### src/rtl/control_fsm_if.sv
// control_fsm_if: instruction/start inputs and datapath control outputs of the control_fsm sequencer
interface control_fsm_if;
    logic        run;
    logic [15:0] din;
    logic        g_nz;
    logic [2:0]  rout;
    logic        din_en;
    logic        gout;
    logic [7:0]  rin;
    logic        ain;
    logic        gin;
    logic        addsub;
    logic        done;
    logic        busy;
    modport master (
        output run, din, g_nz,
        input  rout, din_en, gout, rin, ain, gin, addsub, done, busy
    );
    modport slave (
        input  run, din, g_nz,
        output rout, din_en, gout, rin, ain, gin, addsub, done, busy
    );
endinterface

### src/rtl/control_fsm.sv
// control_fsm: T0-T3 instruction sequencer; optional mvnz opcode enabled by CTRL_MVNZ_EN
module control_fsm (
    input  logic          clk,
    input  logic          rst,
    control_fsm_if.slave  bus
);
    typedef enum logic [1:0] {IDLE, T1, T2, T3} state_t;
    state_t     state, state_nxt;
    logic [8:0] ir;
    logic [2:0] op, x, y;
    logic [7:0] x_hot;
    logic       unused_din;
    assign op         = ir[8:6];
    assign x          = ir[5:3];
    assign y          = ir[2:0];
    assign x_hot      = 8'd1 << x;
    assign bus.busy   = state != IDLE;
    assign unused_din = ^bus.din[15:9];
`ifndef CTRL_MVNZ_EN
    logic unused_g_nz;
    assign unused_g_nz = bus.g_nz;
`endif
    always_ff @(posedge clk) begin
        if (rst) begin
            state <= IDLE;
            ir    <= '0;
        end else begin
            state <= state_nxt;
            if (state == IDLE && bus.run) ir <= bus.din[8:0];
        end
    end
    always_comb begin
        state_nxt  = state;
        bus.rout   = 3'd0;
        bus.din_en = 1'b0;
        bus.gout   = 1'b0;
        bus.rin    = 8'd0;
        bus.ain    = 1'b0;
        bus.gin    = 1'b0;
        bus.addsub = 1'b0;
        bus.done   = 1'b0;
        case (state)
            IDLE: state_nxt = bus.run ? T1 : IDLE;
            T1: begin
                state_nxt = (op == 3'b010 || op == 3'b011) ? T2 : IDLE;
                bus.done  = state_nxt == IDLE;
                case (op)
                    3'b000: begin
                        bus.rout = y;
                        bus.rin  = x_hot;
                    end
                    3'b001: begin
                        bus.din_en = 1'b1;
                        bus.rin    = x_hot;
                    end
                    3'b010, 3'b011: begin
                        bus.rout = x;
                        bus.ain  = 1'b1;
                    end
`ifdef CTRL_MVNZ_EN
                    3'b100: begin
                        bus.rout = bus.g_nz ? y : 3'd0;
                        bus.rin  = bus.g_nz ? x_hot : 8'd0;
                    end
`endif
                    default: ;
                endcase
            end
            // only add/sub reach T2/T3, so no opcode check is needed here
            T2: begin
                state_nxt  = T3;
                bus.rout   = y;
                bus.gin    = 1'b1;
                bus.addsub = ir[6];
            end
            T3: begin
                state_nxt = IDLE;
                bus.gout  = 1'b1;
                bus.rin   = x_hot;
                bus.done  = 1'b1;
            end
        endcase
    end
endmodule
### src/flat_wrapper.sv
// flat-port wrapper written by rule: the top's interface ports become plain ports
module control_fsm_flat 
  (clk, rst, bus_run, bus_din, bus_g_nz, bus_rout, bus_din_en, bus_gout, bus_rin, bus_ain, bus_gin, bus_addsub, bus_done, bus_busy);
  control_fsm_if bus_i ();
  input  logic clk;
  input  logic rst;
  input wire logic [$bits(bus_i.run)-1:0] bus_run;
  input wire logic [$bits(bus_i.din)-1:0] bus_din;
  input wire logic [$bits(bus_i.g_nz)-1:0] bus_g_nz;
  output wire logic [$bits(bus_i.rout)-1:0] bus_rout;
  output wire logic [$bits(bus_i.din_en)-1:0] bus_din_en;
  output wire logic [$bits(bus_i.gout)-1:0] bus_gout;
  output wire logic [$bits(bus_i.rin)-1:0] bus_rin;
  output wire logic [$bits(bus_i.ain)-1:0] bus_ain;
  output wire logic [$bits(bus_i.gin)-1:0] bus_gin;
  output wire logic [$bits(bus_i.addsub)-1:0] bus_addsub;
  output wire logic [$bits(bus_i.done)-1:0] bus_done;
  output wire logic [$bits(bus_i.busy)-1:0] bus_busy;
  assign bus_i.run = bus_run;
  assign bus_i.din = bus_din;
  assign bus_i.g_nz = bus_g_nz;
  assign bus_rout = bus_i.rout;
  assign bus_din_en = bus_i.din_en;
  assign bus_gout = bus_i.gout;
  assign bus_rin = bus_i.rin;
  assign bus_ain = bus_i.ain;
  assign bus_gin = bus_i.gin;
  assign bus_addsub = bus_i.addsub;
  assign bus_done = bus_i.done;
  assign bus_busy = bus_i.busy;
  control_fsm u_core (.clk(clk), .rst(rst), .bus(bus_i));
endmodule
### config.mk
export PLATFORM = sky130hd
export DESIGN_NAME = control_fsm_flat
export DESIGN_NICKNAME = d
export VERILOG_FILES = /design/src/rtl/control_fsm_if.sv /design/src/rtl/control_fsm.sv /design/src/flat_wrapper.sv
export SDC_FILE = /design/constraint.sdc
export NUM_CORES = 1
export LEC_CHECK = 0
export CAP_MARGIN = 20
export CORE_MARGIN = 1
export CORE_UTILIZATION = 30
export CTS_CLUSTER_SIZE = 40
export DETAILED_ROUTE_END_ITERATION = 8
export PLACE_DENSITY = 0.7
export SYNTH_ARGS = -nofsm -noshare
export SYNTH_HDL_FRONTEND = slang
export SYNTH_SLANG_ARGS = --single-unit
### constraint.sdc
create_clock -name clk -period 1.8 [get_ports clk]
set_input_delay 0.54 -clock clk [delete_from_list [all_inputs] [get_ports clk]]
set_output_delay 0.54 -clock clk [all_outputs]
set_load 0.05 [all_outputs]
Word level (Yosys, flattened, before mapping) --
Cells that the tools add are included.
Cells by class: $add $sub $neg 0, multipliers 0, divide/modulo/power cells 0, order comparisons 0, equal/unequal tests 6, shift-type cells 1, mux-type cells 15, bitwise operators 0, reduce and logical (&&, ||, !) cells 8
Operators with widths (number):
- 8-bit case mux with 2 select lines | 1
- 3-bit case mux with 2 select lines | 2
- 1-bit 2-to-1 mux | 8
- 8-bit 2-to-1 mux | 1
- 2-bit case mux with 4 select lines | 1
- 1-bit by 3-bit left shift with 8-bit output (first input constant) | 1
- 3-bit by 2-bit == test with 1-bit output (second input constant) | 2
- 2-bit == test (second input constant) | 2
- 2-bit zero test | 2
- 2-bit OR reduction | 2
- 3-bit by 1-bit == test with 1-bit output (second input constant) | 1
- 3-bit zero test | 1
- 2-bit by 1-bit == test with 1-bit output (second input constant) | 1
- 2-bit 2-to-1 mux | 1
- 1-bit case mux with 2 select lines | 1
- 2-bit nonzero test | 1
- 1-bit logical AND | 1
- 1-bit logical OR | 1
Word-level totals: register bits after elaboration 11, latch bits 0, memory bits (writable) 0, ROM bits 0, memories kept 0

Logic depth before layout (Yosys ltp) --
Gate-level depths: netlist of the first run.
depth after elaboration 5, gate-level depth with buffers 5

Least setup slack after synthesis of the first run --
OpenSTA, ideal clock, no wires.
kind flip-flop to output port, start register u_core.state[0], end output bus_rin[0], data arrival time 2180 ps, data required time 1260 ps, setup slack -920 ps, stages on the path, launching flop included 4, buffers on the path 0, cells stage by stage dfxtp_1 ha_1 o21bai_1 nor3_1
On the way: word-level cells in the longest chain between the ends 2, elaborated cells between the ends (all ways) 3, classes of those cells eq/ne: 2; mux: 1
RTL lines:
- from (decl) | line control_fsm.sv:8 | state_t state, state_nxt;
- from (signal assigned) | line control_fsm.sv:28 | state <= state_nxt;
- 2-bit == test / 2-bit by 1-bit == test with 1-bit output (equally long branches) | line control_fsm.sv:42 | case (state)
- 8-bit case mux with 2 select lines (*) | line control_fsm.sv:42
- to (decl) | line flat_wrapper.sv:13 | output wire logic [$bits(bus_i.rin)-1:0] bus_rin;
Mark *: on every way between the ends. The rest lies on a longest branch, timed or not.

==> impl_results.md, run 1 <==
* Die area at approximately 0.0022 mm²
* CP bufs+invs at 3
* Rows at 16
* Number of port buffers at 29
* Hold WS at roughly 470 ps
* Sequential share of power at 0.446
* Clock share of power at 0.267
* Worst Tran Pin Value at approximately 430 ps
* Leak at 0.579 nW
* Peak supply drop at between 400 and 500 µV
* Area Overhead vs Synth at 135%
* Sw Share at 0.307
* Clk Tree Root Cell: clkbuf_4
* Cell Pwr Density at 428 mW/mm²
* Vias in the first global route at between 600 and 700
* Slew Limit Fails at 0
* DRT Pass-1 Iters at 6
* Worst hold path type: reg2reg
* Switching pwr at ~190 µW
* Antenna Nets Post-Route at 0
* Min Tclk post-route at around 2200 ps
* # DRC at 1
* IO Pins at 38
* Cell count after synthesis at between 70 and 80
* Status: finished with violations
* Flops & latches, synth at 11
* Sequential share of the synthesized area at 0.357
* Final setup vio count at 17
* Worst setup SP type: flip-flop
* Initial core utilization at 0.318
* Largest delay share family, worst path: compound AO/OA/AOI/OAI gates
* # diodes at 0
* First-pass GRT wire length at ~3.2 mm
* CTS buffer count at 3
* CTS Buffer Depth at 2
* Iter 0 DRT Violations at 13
* Core ar. at 0.00194 mm²
* Crit path max-delay cell type: dfxtp_2
* H-tree levels at 1
* Die Span Y at approximately 47 µm
* DP Wirelength at 1.42 mm
* Logic pwr share at 0.287
* Post-Place Setup Slack at -158 ps
* CTS tree: yes
* Critical path, cell by cell: inv_2 > ha_4 > nor3b_4 > buf_6 > a21o_1 > a32o_2 > buf_12
* Setup TNS after final layout at -4130 ps
* Fraction of layout cells with a size suffix above 1 at 0.508
* Dpl cell area at 0.00130 mm²
* GRT overflow at 0
* Post-Place Cells at about 140
* Via count at approximately 730
* Cell area after synthesis at 617 µm²
* Syn nets at 104
* CP max FO at 4
* Synth warn at 0
* Final instance area at approximately 0.0014 mm²
* WP data required at approximately 1300 ps
* Tot GR Track Use at 0.204
* Violated checks: design-rule violations, negative setup slack
* Initial antenna violation count at 0
* Die W at 47.3 µm
* WL/cell at around 12 µm
* Rel. slew slack at 0.715
* Clock Latency Late Sink at 260 ps
* Clock Skew at 4.71 ps
* Yosys cell types at 18
* Overall power at 620 µW
* Syn avg cell area at 7.81 µm²
* Post-route insts no fill at 153
* Highest clock rate at 0.449 GHz
* CTS Sinks at 11
* GPL Wtd Cong at ~0.73
* Largest net degree at the start of global routing at 12
* Largest stage delay on the critical path at about 340 ps
* Internal power at ~430 µW
* Total Routed Length at between 1.5 and 2 mm
* Number of max-cap violations at 0
* Hold-fix buffers at CTS at 0
* Clock slew at reported path FFs at ~80 ps
* RSZ-0062 raised after global routing: true
* Crit. End Element: output port
* Avg Vias per Cell at about 4.8
* Crit path arrival time at between 1500 and 2000 ps
* Filler instances at about 150
* Utilization after layout at 0.746
* Final cycle utilization of the critical path at 1.24
* Final Hold Fails at 0
* Setup CP Type: reg2out
* Layout Nets at ~150
* Worst Slack Setup Final at -427 ps
==> cells in the mapped netlist <==
cell type,instances,share of area
nand3_1,9,0.073
clkbuf_1,3,0.018
nor3_1,2,0.016
and2_1,3,0.030
nand2_1,11,0.067
nand2b_1,3,0.030
o21bai_1,1,0.012
ha_1,5,0.10
mux2i_1,2,0.032
nor3b_2,1,0.020
a32o_1,3,0.049
and3b_1,1,0.014
dfxtp_1,11,0.36
a21o_1,2,0.024
a21oi_1,9,0.073
o21ai_1,1,0.0081
nor2_1,8,0.049
inv_1,4,0.024
==> worst reg2reg max path, cell delays in order (launching register included) <==
cell,delay (ps)
dfxtp_2,340
inv_2,50
buf_4,140
ha_4,150
buf_4,160
nand2_1,240
nand2_1,100
a21oi_1,150
==> worst paths after layout <==
path,from,end,slack [ps],cells after the start
worst min-delay path,u_core.ir[0]$_SDFFE_PP0P_,u_core.ir[0]$_SDFFE_PP0P_,470,2
worst max register to register,flip-flop,u_core.ir[4]$_SDFFE_PP0P_,390,7
worst max-delay path,flip-flop,bus_rout[1],-430,7
worst min register to register,u_core.ir[0]$_SDFFE_PP0P_,u_core.ir[0]$_SDFFE_PP0P_,470,2
==> cell usage in the layout (no fill, tap or decap) <==
cell | synthesis | routed
buf_6 | 0 | 6
nand2_1 | 11 | 11
nand2b_1 | 3 | 3
nand3_1 | 9 | 9
dfxtp_2 | 0 | 1
clkinv_2 | 0 | 1
nor2_1 | 8 | 2
clkdlybuf4s50_1 | 0 | 11
mux2i_1 | 2 | 2
clkbuf_4 | 0 | 3
and2_4 | 0 | 2
o21bai_4 | 0 | 1
inv_2 | 0 | 2
a21oi_1 | 9 | 9
dfxtp_1 | 11 | 9
and2_1 | 3 | 1
buf_4 | 0 | 11
dfxtp_4 | 0 | 1
nor3_4 | 0 | 2
nor3b_4 | 0 | 1
ha_4 | 0 | 4
a21o_1 | 2 | 2
inv_1 | 4 | 2
buf_12 | 0 | 18
and3b_2 | 0 | 1
a32o_2 | 0 | 3
ha_1 | 5 | 1
nor2_4 | 0 | 6
o21ai_4 | 0 | 1
==> flip-flops by register name, summed over array words and instances, names as in the netlist, named ones only <==
register,flops
u_core.ir,9
u_core.state,1
==> layout make-up <==
class,count,area (µm²),area share
timing repair buffer,46,621,0.428
multi-input combinational,61,527,0.364
sequential,11,225,0.155
tap,27,33.8,0.0233
clock buffer,3,22.5,0.0155
inverter,4,15.0,0.0104
clock inverter,1,5.00,0.00345
==> cell families (layout without fill, tap and decap cells) <==
kind of cell             count (synthesis)  after routing  share of synthesized area
AND/OR/NAND/NOR                         38             38                      0.300
buffers and inverters                    7             54                     0.0426
flip-flops                              11             11                      0.357
adder cells (fa/ha/maj)                  5              5                      0.101
multiplexers                             2              2                     0.0325
AO/OA/AOI/OAI                           16             16                      0.166
==> metal layers <==
metal  GRT usage  up-vias  share of wire
met2       0.334       25           0.53
met1       0.268      340           0.43
met5           0        -              0
met3      0.0192        2          0.041
li1            -      364              -
met4      0.0971        0         0.0058
==> power by group through the flow <==
stage	clock (mW)	sequential, mW	combinational [mW]
after global placement	0	0.281	0.160
after detailed placement	0	0.282	0.165
after CTS	0.168	0.276	0.178
after floorplan	0	0.278	0.0898
after global routing	0.187	0.279	0.191
final	0.166	0.277	0.178
==> what timing repair did <==
action                     CTS  global route
setup endpoints to repair   16            17
pin swaps                   11             4
gates cloned                 0             0
setup buffers                8             4
gates resized for setup     15             0
Power figures use the tool's default switching activity.
==> run 2, diff against run 1 <==
--- a/config.mk
+++ b/config.mk
@@ -7,10 +7,10 @@
 export LEC_CHECK = 0
 export CAP_MARGIN = 20
 export CORE_MARGIN = 1
-export CORE_UTILIZATION = 30
+export CORE_UTILIZATION = 32
 export CTS_CLUSTER_SIZE = 40
 export DETAILED_ROUTE_END_ITERATION = 8
-export PLACE_DENSITY = 0.7
+export PLACE_DENSITY = 0.74
 export SYNTH_ARGS = -nofsm -noshare
 export SYNTH_HDL_FRONTEND = slang
 export SYNTH_SLANG_ARGS = --single-unit
==> run 2 against run 1 <==
Compared with the run above: combinational power grew 8%; critical endpoint is now bus_rin[3]; highest routed layer unchanged; maximum frequency shrank 0.74%; die area shrank 6.0%; register-to-register slack is essentially flat; total power grew 2.7%; sequential power is essentially flat; the flow finishes with violations (negative setup slack); largest power group unchanged; via count grew 3.0%; sequential share of layout area shrank 0.28 points; first-iteration DRC count shrank 38%.
==> impl_results.md, run 2 (same netlist as run 1, synthesis figures left out) <==
* Via count at 753
* R2r setup slk at roughly 380 ps
* Initial antenna violation count at 0
* # DRC at 0
* Utilization after layout at 0.827
* Largest net degree at the start of global routing at 12
* First-pass GRT wire length at 3.44 mm
* Sequential share of power at 0.438
* Core ar. at roughly 0.0018 mm²
* Most flops, register: u_core.ir
* IO Pins at 38
* Number of max-cap violations at 0
* # diodes at 0
* Status: finished with violations
* Antenna Nets Post-Route at 0
* Highest clock rate at between 0.4 and 0.5 GHz
* Worst Tran Pin Value at approximately 400 ps
* CTS tree: yes
* Register Area at between 200 and 250 µm²
* Rel. slew slack at 0.734
* CTS buffer count at 3
* DRT Pass-1 Iters at 4
* Peak supply drop at between 400 and 500 µV
* Slew Limit Fails at 0
* WL/cell at between 10 and 15 µm
* CP max FO at 3
* Largest delay share family, worst path: buffers and inverters
* Clk Tree Root Cell: clkbuf_4
* Setup CP Type: reg2out
* Area of the multi-input gates at 527 µm²
* Rows at 15
* Clock Latency Late Sink at between 200 and 300 ps
* Worst setup SP type: flip-flop
* Vias in the first global route at between 700 and 800
* Post-Place Setup Slack at -167 ps
* Worst hold path type: reg2reg
* Cell Pwr Density at approximately 440 mW/mm²
* Commonest non-fill, non-tap cell in the layout: buf_12
* Die area at around 0.0021 mm²
* DP Wirelength at around 1.4 mm
* Number of port buffers at 29
* Logic pwr share at 0.304
* Commonest non-fill, non-tap cells in the layout: 19 x buf_12, 12 x buf_4, 11 x nand2_1, 11 x clkdlybuf4s50_1
* CP bufs+invs at 4
* Clock share of power at 0.258
* Dpl cell area at 0.00129 mm²
* WP data required at 1260 ps
* Die Span Y at 45.9 µm
* Final cycle utilization of the critical path at 1.25
* Final setup vio count at 15
* RSZ-0062 raised after global routing: true
* CTS Sinks at 11
* CTS Buffer Depth at 2
* Total Routed Length at 2.15 mm
* Sw Share at 0.300
* Filler instances at between 100 and 150
* Clock Skew at 5.24 ps
* GRT overflow at 0
* Final Hold Fails at 0
* Leak at around 0.59 nW
* Area Overhead vs Synth at 137%
* Largest stage delay on the critical path at about 320 ps
* Internal power at between 400 and 500 µW
* Crit path top cell by count: buf_12
* Critical path, cell by cell: inv_2 > ha_4 > nor3b_4 > buf_6 > o21bai_4 > buf_12 > nor2_4 > buf_12
* Avg Vias per Cell at slightly below 5
* Tot GR Track Use at 0.237
* H-tree levels at 1
* Crit path arrival time at ~1700 ps
* Min Tclk post-route at between 2000 and 2500 ps
* GPL Wtd Cong at between 0.7 and 0.8
* Violated checks: negative setup slack
* Die W at approximately 46 µm
* Final instance area at between 0.001 and 0.0015 mm²
* Fraction of layout cells with a size suffix above 1 at 0.496
* Crit path max-delay cell type: dfxtp_2
* Layout Nets at 153
* Initial core utilization at 0.350
* Iter 0 DRT Violations at 8
* Switching pwr at between 150 and 200 µW
* Worst Slack Setup Final at -444 ps
* Largest registers: u_core.ir x9, u_core.state x1
* Clock slew at reported path FFs at 70 ps
* Crit. End Element: output port
* Max reg flops at 9
[run 2: changes by cell type in the layout (fill, tap and decap cells not counted)]
cell,change
buf_12,+1
buf_4,+1
buf_6,-1
clkbuf_1,+1
clkinv_2,-1
dfxtp_2,+1
dfxtp_4,-1
inv_1,+1
inv_2,-1
[run 2: per-layer routing]
| metal | GRT usage | up-vias | part of all wire |
|---|---|---|---|
| met5 | 0 | - | 0 |
| met4 | 0.147 | 0 | 0.012 |
| met3 | 0.0119 | 4 | 0.029 |
| met2 | 0.456 | 31 | 0.59 |
| met1 | 0.243 | 349 | 0.37 |
| li1 | - | 369 | - |
[run 2: repair_timing]
action	4_1_cts	5_1_grt
gates resized for setup	9	3
hold buffers	0	0
buffers inserted	6	7
pin swaps	7	6
setup endpoints to repair	16	16
[run 2: final timing paths]
check	from	to	cells after the start
setup / recovery	flip-flop	bus_rin[3]	8
hold reg to reg	u_core.ir[0]$_SDFFE_PP0P_	u_core.ir[0]$_SDFFE_PP0P_	2
setup reg to reg	u_core.state[0]$_SDFF_PP0_	u_core.ir[4]$_SDFFE_PP0P_	6
hold / removal	u_core.ir[0]$_SDFFE_PP0P_	u_core.ir[0]$_SDFFE_PP0P_	2
[run 2: worst register-to-register path, cell delays in order (launching register included)]
cell and delay (ps):
dfxtp_2 370, inv_1 130, ha_4 200, buf_4 160, nand2_1 230, nand2_1 90
a21oi_1 160
[run 2: metrics by stage]
stage | power, mW | setup TNS, ps | hold WS, ps | cells
6_report | 0.637 | -4920 | 474 | 152
5_1_grt | 0.671 | -6100 | 498 | 152
4_1_cts | 0.626 | -4560 | 470 | 148
3_5_place_dp | 0.445 | -950 | 460 | 138
3_3_place_gp | 0.440 | -671 | 448 | 138
2_1_floorplan | 0.368 | -1090 | 436 | 79
[run 2: layout make-up]
type | count | area share
multi-input cells | 61 | 0.361
flip-flops and latches | 11 | 0.153
well taps | 25 | 0.0214
clock buffers | 4 | 0.0180
repair buffers | 47 | 0.437
inverters | 4 | 0.0103
[run 2: power by group through the flow]
stage               Combinational [mW]  Clock (mW)  Sequential [mW]
floorplan                       0.0898           0            0.278
global placement                 0.160           0            0.280
detailed placement               0.163           0            0.282
CTS                              0.179       0.171            0.276
global route                     0.208       0.183            0.280
finish                           0.193       0.164            0.279
